===== src/rtl/adc_spi_streamer.sv =====
// Periodic SPI ADC reader that packs each conversion frame into a word and streams it through a FWFT FIFO.
// Optional build macro ADC_STREAM_TEST_PATTERN_EN replaces the ADC data with a per-frame ramp counter.
module adc_spi_streamer #(
    parameter int ADC_WIDTH     = 12,
    parameter int SCLK_DIV      = 4,
    parameter int SAMPLE_PERIOD = 1000,
    parameter int FIFO_DEPTH    = 8
) (
    input  logic                 clk,
    input  logic                 rst,
    input  logic                 enable,
    output logic                 adc_cs_n,
    output logic                 adc_sclk,
    input  logic                 adc_miso,
    output logic                 stream_valid_out,
    input  logic                 stream_ready_in,
    output logic [ADC_WIDTH-1:0] stream_data_out,
    output logic                 overflow
);

    localparam int CNT_W = (SAMPLE_PERIOD > 1) ? $clog2(SAMPLE_PERIOD) : 1;
    localparam int DIV_W = (SCLK_DIV > 1) ? $clog2(SCLK_DIV) : 1;
    localparam int BIT_W = (ADC_WIDTH > 1) ? $clog2(ADC_WIDTH) : 1;
    localparam int PTR_W = $clog2(FIFO_DEPTH);

    localparam logic [CNT_W-1:0] CNT_LAST  = CNT_W'(SAMPLE_PERIOD - 1);
    localparam logic [DIV_W-1:0] DIV_LAST  = DIV_W'(SCLK_DIV - 1);
    localparam logic [BIT_W-1:0] BIT_LAST  = BIT_W'(ADC_WIDTH - 1);
    localparam logic [PTR_W:0]   FIFO_FULL = (PTR_W + 1)'(FIFO_DEPTH);

    typedef enum logic [2:0] {
        S_IDLE,
        S_SETUP,
        S_SHIFT,
        S_HOLD,
        S_PUSH
    } state_t;

    // ------------------------------------------------------------------
    // Sample tick counter
    // ------------------------------------------------------------------
    logic [CNT_W-1:0] tick_cnt;
    logic             tick;

    assign tick = enable && (tick_cnt == CNT_LAST);

    // NOTE: sequential state uses non-blocking (<=) so every flop samples pre-edge values.
    always_ff @(posedge clk) begin
        if (rst) begin
            tick_cnt <= '0;
        end else if (enable) begin
            tick_cnt <= (tick_cnt == CNT_LAST) ? '0 : tick_cnt + 1'b1;
        end
    end

    // ------------------------------------------------------------------
    // SPI frame FSM
    // ------------------------------------------------------------------
    state_t           state, state_next;
    logic [DIV_W-1:0] div_cnt, div_next;
    logic [BIT_W-1:0] bit_cnt, bit_next;
    logic             sclk_next;
    logic             cs_active_next;
    logic             sample_bit;
    logic             div_done;

    assign div_done = (div_cnt == DIV_LAST);

    // NOTE: every always_comb output gets a default first, so no path can infer a latch.
    always_comb begin
        state_next     = state;
        div_next       = div_cnt;
        bit_next       = bit_cnt;
        sclk_next      = 1'b0;
        sample_bit     = 1'b0;
        cs_active_next = 1'b0;

        case (state)
            S_IDLE: begin
                div_next = '0;
                bit_next = '0;
                if (tick) state_next = S_SETUP;
            end
            S_SETUP: begin
                if (div_done) begin
                    state_next = S_SHIFT;
                    div_next   = '0;
                    sclk_next  = 1'b1;
                    sample_bit = 1'b1;
                end else begin
                    div_next = div_cnt + 1'b1;
                end
            end
            S_SHIFT: begin
                sclk_next = adc_sclk;
                if (div_done) begin
                    div_next = '0;
                    if (adc_sclk) begin
                        // The low half of the final bit period is the HOLD phase.
                        sclk_next = 1'b0;
                        if (bit_cnt == BIT_LAST) state_next = S_HOLD;
                        else                     bit_next   = bit_cnt + 1'b1;
                    end else begin
                        sclk_next  = 1'b1;
                        sample_bit = 1'b1;
                    end
                end else begin
                    div_next = div_cnt + 1'b1;
                end
            end
            S_HOLD: begin
                if (div_done) begin
                    state_next = S_PUSH;
                    div_next   = '0;
                end else begin
                    div_next = div_cnt + 1'b1;
                end
            end
            S_PUSH: begin
                state_next = S_IDLE;
            end
            default: begin
                state_next = S_IDLE;
            end
        endcase

        cs_active_next = (state_next == S_SETUP) || (state_next == S_SHIFT) ||
                         (state_next == S_HOLD);
    end

    always_ff @(posedge clk) begin
        if (rst) begin
            state    <= S_IDLE;
            div_cnt  <= '0;
            bit_cnt  <= '0;
            adc_sclk <= 1'b0;
            adc_cs_n <= 1'b1;
        end else begin
            state    <= state_next;
            div_cnt  <= div_next;
            bit_cnt  <= bit_next;
            adc_sclk <= sclk_next;
            adc_cs_n <= !cs_active_next;
        end
    end

    // ------------------------------------------------------------------
    // Frame word source
    // ------------------------------------------------------------------
    logic [ADC_WIDTH-1:0] frame_word;

`ifdef ADC_STREAM_TEST_PATTERN_EN
    logic [ADC_WIDTH-1:0] ramp;
    logic                 unused_miso;
    logic                 unused_sample;

    assign unused_miso   = adc_miso;
    assign unused_sample = sample_bit;
    assign frame_word    = ramp;

    always_ff @(posedge clk) begin
        if (rst) begin
            ramp <= '0;
        end else if (state == S_PUSH) begin
            ramp <= ramp + 1'b1;
        end
    end
`else
    logic [ADC_WIDTH-1:0] shift_reg;

    assign frame_word = shift_reg;

    always_ff @(posedge clk) begin
        if (rst) begin
            shift_reg <= '0;
        end else if (sample_bit) begin
            shift_reg <= {shift_reg[ADC_WIDTH-2:0], adc_miso};
        end
    end
`endif

    // ------------------------------------------------------------------
    // First-word fall-through stream FIFO
    // ------------------------------------------------------------------
    logic [ADC_WIDTH-1:0] mem [FIFO_DEPTH];
    logic [PTR_W-1:0]     wr_ptr, rd_ptr;
    logic [PTR_W:0]       fifo_count, count_next;
    logic                 push_req, push, pop, full;

    assign full     = (fifo_count == FIFO_FULL);
    assign pop      = stream_valid_out && stream_ready_in;
    assign push_req = (state == S_PUSH);
    // A pop in the same cycle frees the head slot, so a full FIFO can still accept.
    assign push     = push_req && (!full || pop);

    always_comb begin
        count_next = fifo_count;
        if (push && !pop)      count_next = fifo_count + 1'b1;
        else if (!push && pop) count_next = fifo_count - 1'b1;
    end

    // NOTE: storage array is deliberately not reset; only pointers/flags are, and the output is masked while empty.
    always_ff @(posedge clk) begin
        if (push) mem[wr_ptr] <= frame_word;
    end

    always_ff @(posedge clk) begin
        if (rst) begin
            wr_ptr           <= '0;
            rd_ptr           <= '0;
            fifo_count       <= '0;
            stream_valid_out <= 1'b0;
            overflow         <= 1'b0;
        end else begin
            if (push) wr_ptr <= wr_ptr + 1'b1;
            if (pop)  rd_ptr <= rd_ptr + 1'b1;
            fifo_count       <= count_next;
            stream_valid_out <= (count_next != '0);
            if (push_req && !push) overflow <= 1'b1;
        end
    end

    assign stream_data_out = stream_valid_out ? mem[rd_ptr] : '0;

endmodule


===== config.mk =====
export PLATFORM = sky130hd
export DESIGN_NAME = adc_spi_streamer
export DESIGN_NICKNAME = d
export VERILOG_FILES = /design/src/rtl/adc_spi_streamer.sv
export SDC_FILE = /design/constraint.sdc
export NUM_CORES = 1
export LEC_CHECK = 0
export ABC_AREA = 1
export ABC_CLOCK_PERIOD_IN_PS = 2300
export BUFFER_PORTS_ARGS = -buffer_cell sky130_fd_sc_hd__buf_2
export CAP_MARGIN = 20
export CORE_MARGIN = 8
export CORE_UTILIZATION = 40
export CTS_BUF_LIST = sky130_fd_sc_hd__clkbuf_4
export CTS_CLUSTER_SIZE = 20
export DETAILED_ROUTE_END_ITERATION = 16
export PLACE_DENSITY = 0.64
export SLEW_MARGIN = 10
export SYNTH_ARGS = -nofsm -noshare
export SYNTH_HDL_FRONTEND = slang
export SYNTH_SLANG_ARGS = --single-unit

===== constraint.sdc =====
create_clock -name clk -period 2.3 [get_ports clk]
set_clock_uncertainty 0.15 [all_clocks]
set_input_delay 0.23 -clock clk [delete_from_list [all_inputs] [get_ports clk]]
set_output_delay 0.23 -clock clk [all_outputs]
set_load 0.01 [all_outputs]

# ---- Yosys cells after proc, flatten, opt, wreduce, memory -nomap -nowiden
# Memory sizes are Yosys's and may differ from the RTL's. A register that Yosys moved wholly into a read port is not among the register bits.
# Index checks and enable logic that the tools add are counted.
dict set report word_totals {
  reg_bits 45
  ramBits 96
  mem_count 1
}
# name words word_bits rd rd_clocked_by_memory_dff write_ports line_no
set memory_table {}
lappend memory_table {mem 8 12 1 1 1 185} ;# logic [ADC_WIDTH-1:0] mem [FIFO_DEPTH];
dict set report op_classes {
  addsub 7
  n_eq_ne 14
  mux 27
  reduce_logical 19
}
# op n
set ops {}
lappend ops {{3-bit two-way mux} 8}
lappend ops {{4-bit two-way mux} 5}
lappend ops {{3-bit by 2-bit == test with 1-bit output (second input constant)} 4}
lappend ops {{12-bit two-way mux} 1}
lappend ops {{3-bit case mux with 4 select lines} 1}
lappend ops {{10-bit by 1-bit adder with 10-bit output (second input constant)} 1}
lappend ops {{10-bit == test (second input constant)} 1}
lappend ops {{10-bit two-way mux} 1}
lappend ops {{4-bit by 1-bit adder with 4-bit output (second input constant)} 2}
lappend ops {{4-bit == test (second input constant)} 2}
lappend ops {{4-bit case mux with 2 select lines} 1}
lappend ops {{3-bit by 1-bit adder with 3-bit output (second input constant)} 2}
lappend ops {{3-bit by 1-bit == test with 1-bit output (second input constant)} 2}
lappend ops {{1-bit logical AND} 6}
lappend ops {{1-bit two-way mux} 6}
lappend ops {{2-bit != test (second input constant)} 3}
lappend ops {{1-bit logical NOT} 4}
lappend ops {{1-bit case mux with 2 select lines} 2}
lappend ops {{2-bit case mux with 2 select lines} 1}
lappend ops {{4-bit AND reduction} 1}
lappend ops {{2-bit nonzero test} 2}
lappend ops {{4-bit nonzero test} 1}
lappend ops {{4-bit by 1-bit subtractor with 4-bit output (second input constant)} 1}
lappend ops {{3-bit == test (second input constant)} 1}
lappend ops {{other kinds (6)} 8}

# ---- Depth between registers and ports, before layout
dict set report logic_depth {
  depth_word 9
  mapped_depth 11
}

# ---- Worst setup path before layout
# No wires, ideal clock.
dict set report synth_path {
  path_type {flip-flop to flip-flop}
  startpoint {reg fifo_count[0]}
  endpoint {mem mem[6][0] (enable)}
  arrival_time_ps 1932
  required_ps 1754
  setup_slack_ps -179
  stages_incl_launch_ff 8
  n_path_buf 0
  synth_period_minus_slack_ps 2479
  path_cell_list {dfxtp_1 > inv_1 > ha_1 > nand4_1 > nand2_1 > inv_1 > nand2_1 > nor3_1}
}
dict set report synth_between {
  elab_chain_cells 6
}
# item line_no
set synth_lines {}
lappend synth_lines {{from (decl)} 187} ;# logic [PTR_W:0] fifo_count, count_next;
lappend synth_lines {{from (signal assigned)} 217} ;# fifo_count <= count_next;
lappend synth_lines {{4-bit == test} 190} ;# assign full = (fifo_count == FIFO_FULL);
lappend synth_lines {{1-bit logical NOT} 194} ;# assign push = push_req && (!full || pop);
lappend synth_lines {{1-bit logical OR} 194}
lappend synth_lines {{1-bit logical AND} 194}
lappend synth_lines {{1-bit two-way mux} 204} ;# if (push) mem[wr_ptr] <= frame_word;
lappend synth_lines {{1-bit two-way mux (implied by the code)} 204}
lappend synth_lines {{to (decl)} 185}
# No other way between the ends.

==> out/metrics.cfg <==
[clock_tree]
cts-root-buf=clkbuf_4
cts.path.max_buffers=2
cts_tree=built
cts_max_level=4
cts_buffers=17
path_clk_slew_ns=0.11
insertion_delay_ns=0.55
cts_num_sinks=144

[critical_path]
crit_path_end_kind=primary output
slowest_delay_ns=0.44
critical_path_class=reg -> out
cp_max_fo=9
path_buf_inv=2
critPathArrivalTime_ns=1.93
start_kind=register
crit_required_ns=1.92
cp_cell_sequence=clkbuf_16 -> nor2_1 -> nor2_1 -> o21ai_0 -> o21ai_1 -> o21ai_1 -> a31oi_1 -> buf_2
cpMaxStageDelayCell=dfxtp_4
path_delay_family=compound AO/OA/AOI/OAI gates

[die]
fp-row-count=44
die_x_um=138
die_y_um=138
start_util=0.408
io_pins=21
core-area_mm2=0.0145
die-area_mm2=0.0190

[drt]
ant_nets=0
wl_mm=12.9
vias=4156
dr.pass1.iters=5
post_drt_wl_per_cell_um=15.7
drtIter0Drc=268
drc=0
viasPerCell=5.05

[placed_design]
port_buffers=20
pre_cts_ws_ns=0.267
gp_congestion=0.853
place_hpwl_mm=8.36
dp_cells=781

[synthesis]
yosysWarnings=0
synth_seq_cells=144
synthesis.nets=596
synthCells=584
ys_seq_area_frac=0.648
synth_area_leader_cell=edfxtp_1
synth_edf_count=96
synthArstFlopShare=0
netlist_area_mm2=0.00593
synth.area.top_cells=edfxtp_1 49%, dfxtp_1 16%, nor2_1 9.0%
synth_ff_type=edfxtp_1
synth.distinct_cells=31
syn_avg_cell_area_um2=10.2
synth.top_cell.area_share=0.486

[timing]
post-route-min-period_ns=2.31
setup_violations=1
fin_tns_setup_ns=-0.0113
worst_pin_slew_ns=0.664
hold_viol=0
period_share=1.00
worst_slack_ns=-0.0113
slew_headroom=0.557
grt_setup_unrepaired=true
drv_slew=0
max_freq_mhz=433

[power_and_ir_drop]
leakage_nw=2.46
irDropWorstVdd_v=0.000284
pwr_density_cell_mw_per_mm2=834

[status]
outcome=complete, but fails checks
violations=setup timing

[layout]
fin_nets=638
n_antenna_cell=0
layoutNonFillerInstCount=823
syn_to_final_growth_pct=14.7
drive_above_1_share=0.161

[grt]
grtUsageTotal=0.143
grt_pass1_wl_mm=20.7
antenna_found_initial=0
gr-total-overflow=0
grt_pass1_vias=4060
grt_max_degree=36

[worst_hold_path]
hold_class=reg -> reg

[job]
drv_cap=0

==> path summary, 6_finish.rpt <==
check	startpoint	to	slack (ns)	depth (start not counted)
worst max-delay path	register	stream_data_out[1]	-0.01	8
worst min-delay path	rd_ptr[2]	rd_ptr[2]	0.31	1
worst max register to register	fifo_count[0]	mem[6][10]	0.24	8
worst min register to register	rd_ptr[2]	rd_ptr[2]	0.31	1
==> where the power goes <==
part	leakage, nW	switching, mW	internal, mW
sequential	1.28	0.0656	2.78
clock	0.149	0.906	0.745
combinational	1.03	0.680	0.495
==> area by class of cell <==
cell class                 instances  area (um^2)
fill                            1359         7730
sequential                       144         3850
multi-input combinational        374         1820
timing repair buffer              46          430
tap                              184          230
clock inverter                    15          168
inverter                          42          166
clock buffer                      17          128
timing repair inverter             1         7.51
==> timing repair <==
action,4_1_cts,5_1_grt
endpoints found under the hold margin,23,0
pin swaps,3,3
setup buffers,1,0
setup endpoints to repair,12,12
resized for setup,44,10
cloned,3,2
hold buffers,4,0
==> cells in the mapped netlist, types with 8 or more instances <==
cell type / number
nand2_1: 49
inv_1: 35
nand3_1: 17
dfxtp_1: 48
o21ai_0: 88
a21oi_1: 14
edfxtp_1: 96
nor2_1: 142
nor3_1: 8
clkbuf_1: 9
a31oi_1: 13
==> per-stage QoR <==
step                total power, mW   util  hold WS [ns]  instance area [um^2]
finish                         5.67  0.468         0.314                  6800
global route                   5.97  0.468         0.348                  6800
CTS                            5.64  0.463         0.282                  6730
detailed placement             3.81  0.431         0.292                  6260
global placement               3.79  0.431         0.284                  6260
floorplan                      3.55      -         0.148                  5940
==> sequential cells by signal, summed over array words and instances (netlist names), 2 cells and up, named ones only <==
register	cells
div_cnt	2
tick_cnt	10
frame_word	12
wr_ptr	3
fifo_count	4
mem	96
state	3
bit_cnt	4
rd_ptr	3
==> cell usage in the layout (no fill, tap or decap), drive strengths merged <==
master	n
a211oi	1
inv	43
ha	7
nand3	19
dlygate4sd3	4
nor2	147
a31oi	13
bufinv	3
nand4	3
xor2	6
clkinvlp	5
or2	1
edfxtp	96
clkbuf	19
a21oi	15
buf	40
clkinv	7
nor3b	2
nand2	53
dfxtp	48
o21ai	97
nor3	10
==> logic make-up after synthesis <==
logic type / Yosys count / synth area share
and+or+nand+nor: 235 / 0.168
xor gates and xnor gates: 6 / 0.00886
DFF: 144 / 0.648
adders and majority gates: 7 / 0.0148
AOI/OAI and AO/OA: 126 / 0.111
buffers and inverters: 66 / 0.0490
==> routing by layer <==
| layer | vias to the layer above | part of all wire | GRT usage |
|---|---|---|---|
| met3 | 13 | 0.048 | 0.0408 |
| met1 | 1975 | 0.44 | 0.174 |
| met4 | 0 | 0.0099 | 0.0501 |
| met2 | 89 | 0.50 | 0.239 |
| met5 | - | 0 | 0 |
| li1 | 2079 | - | - |
Note: power is estimated with default switching activity, not from simulation.
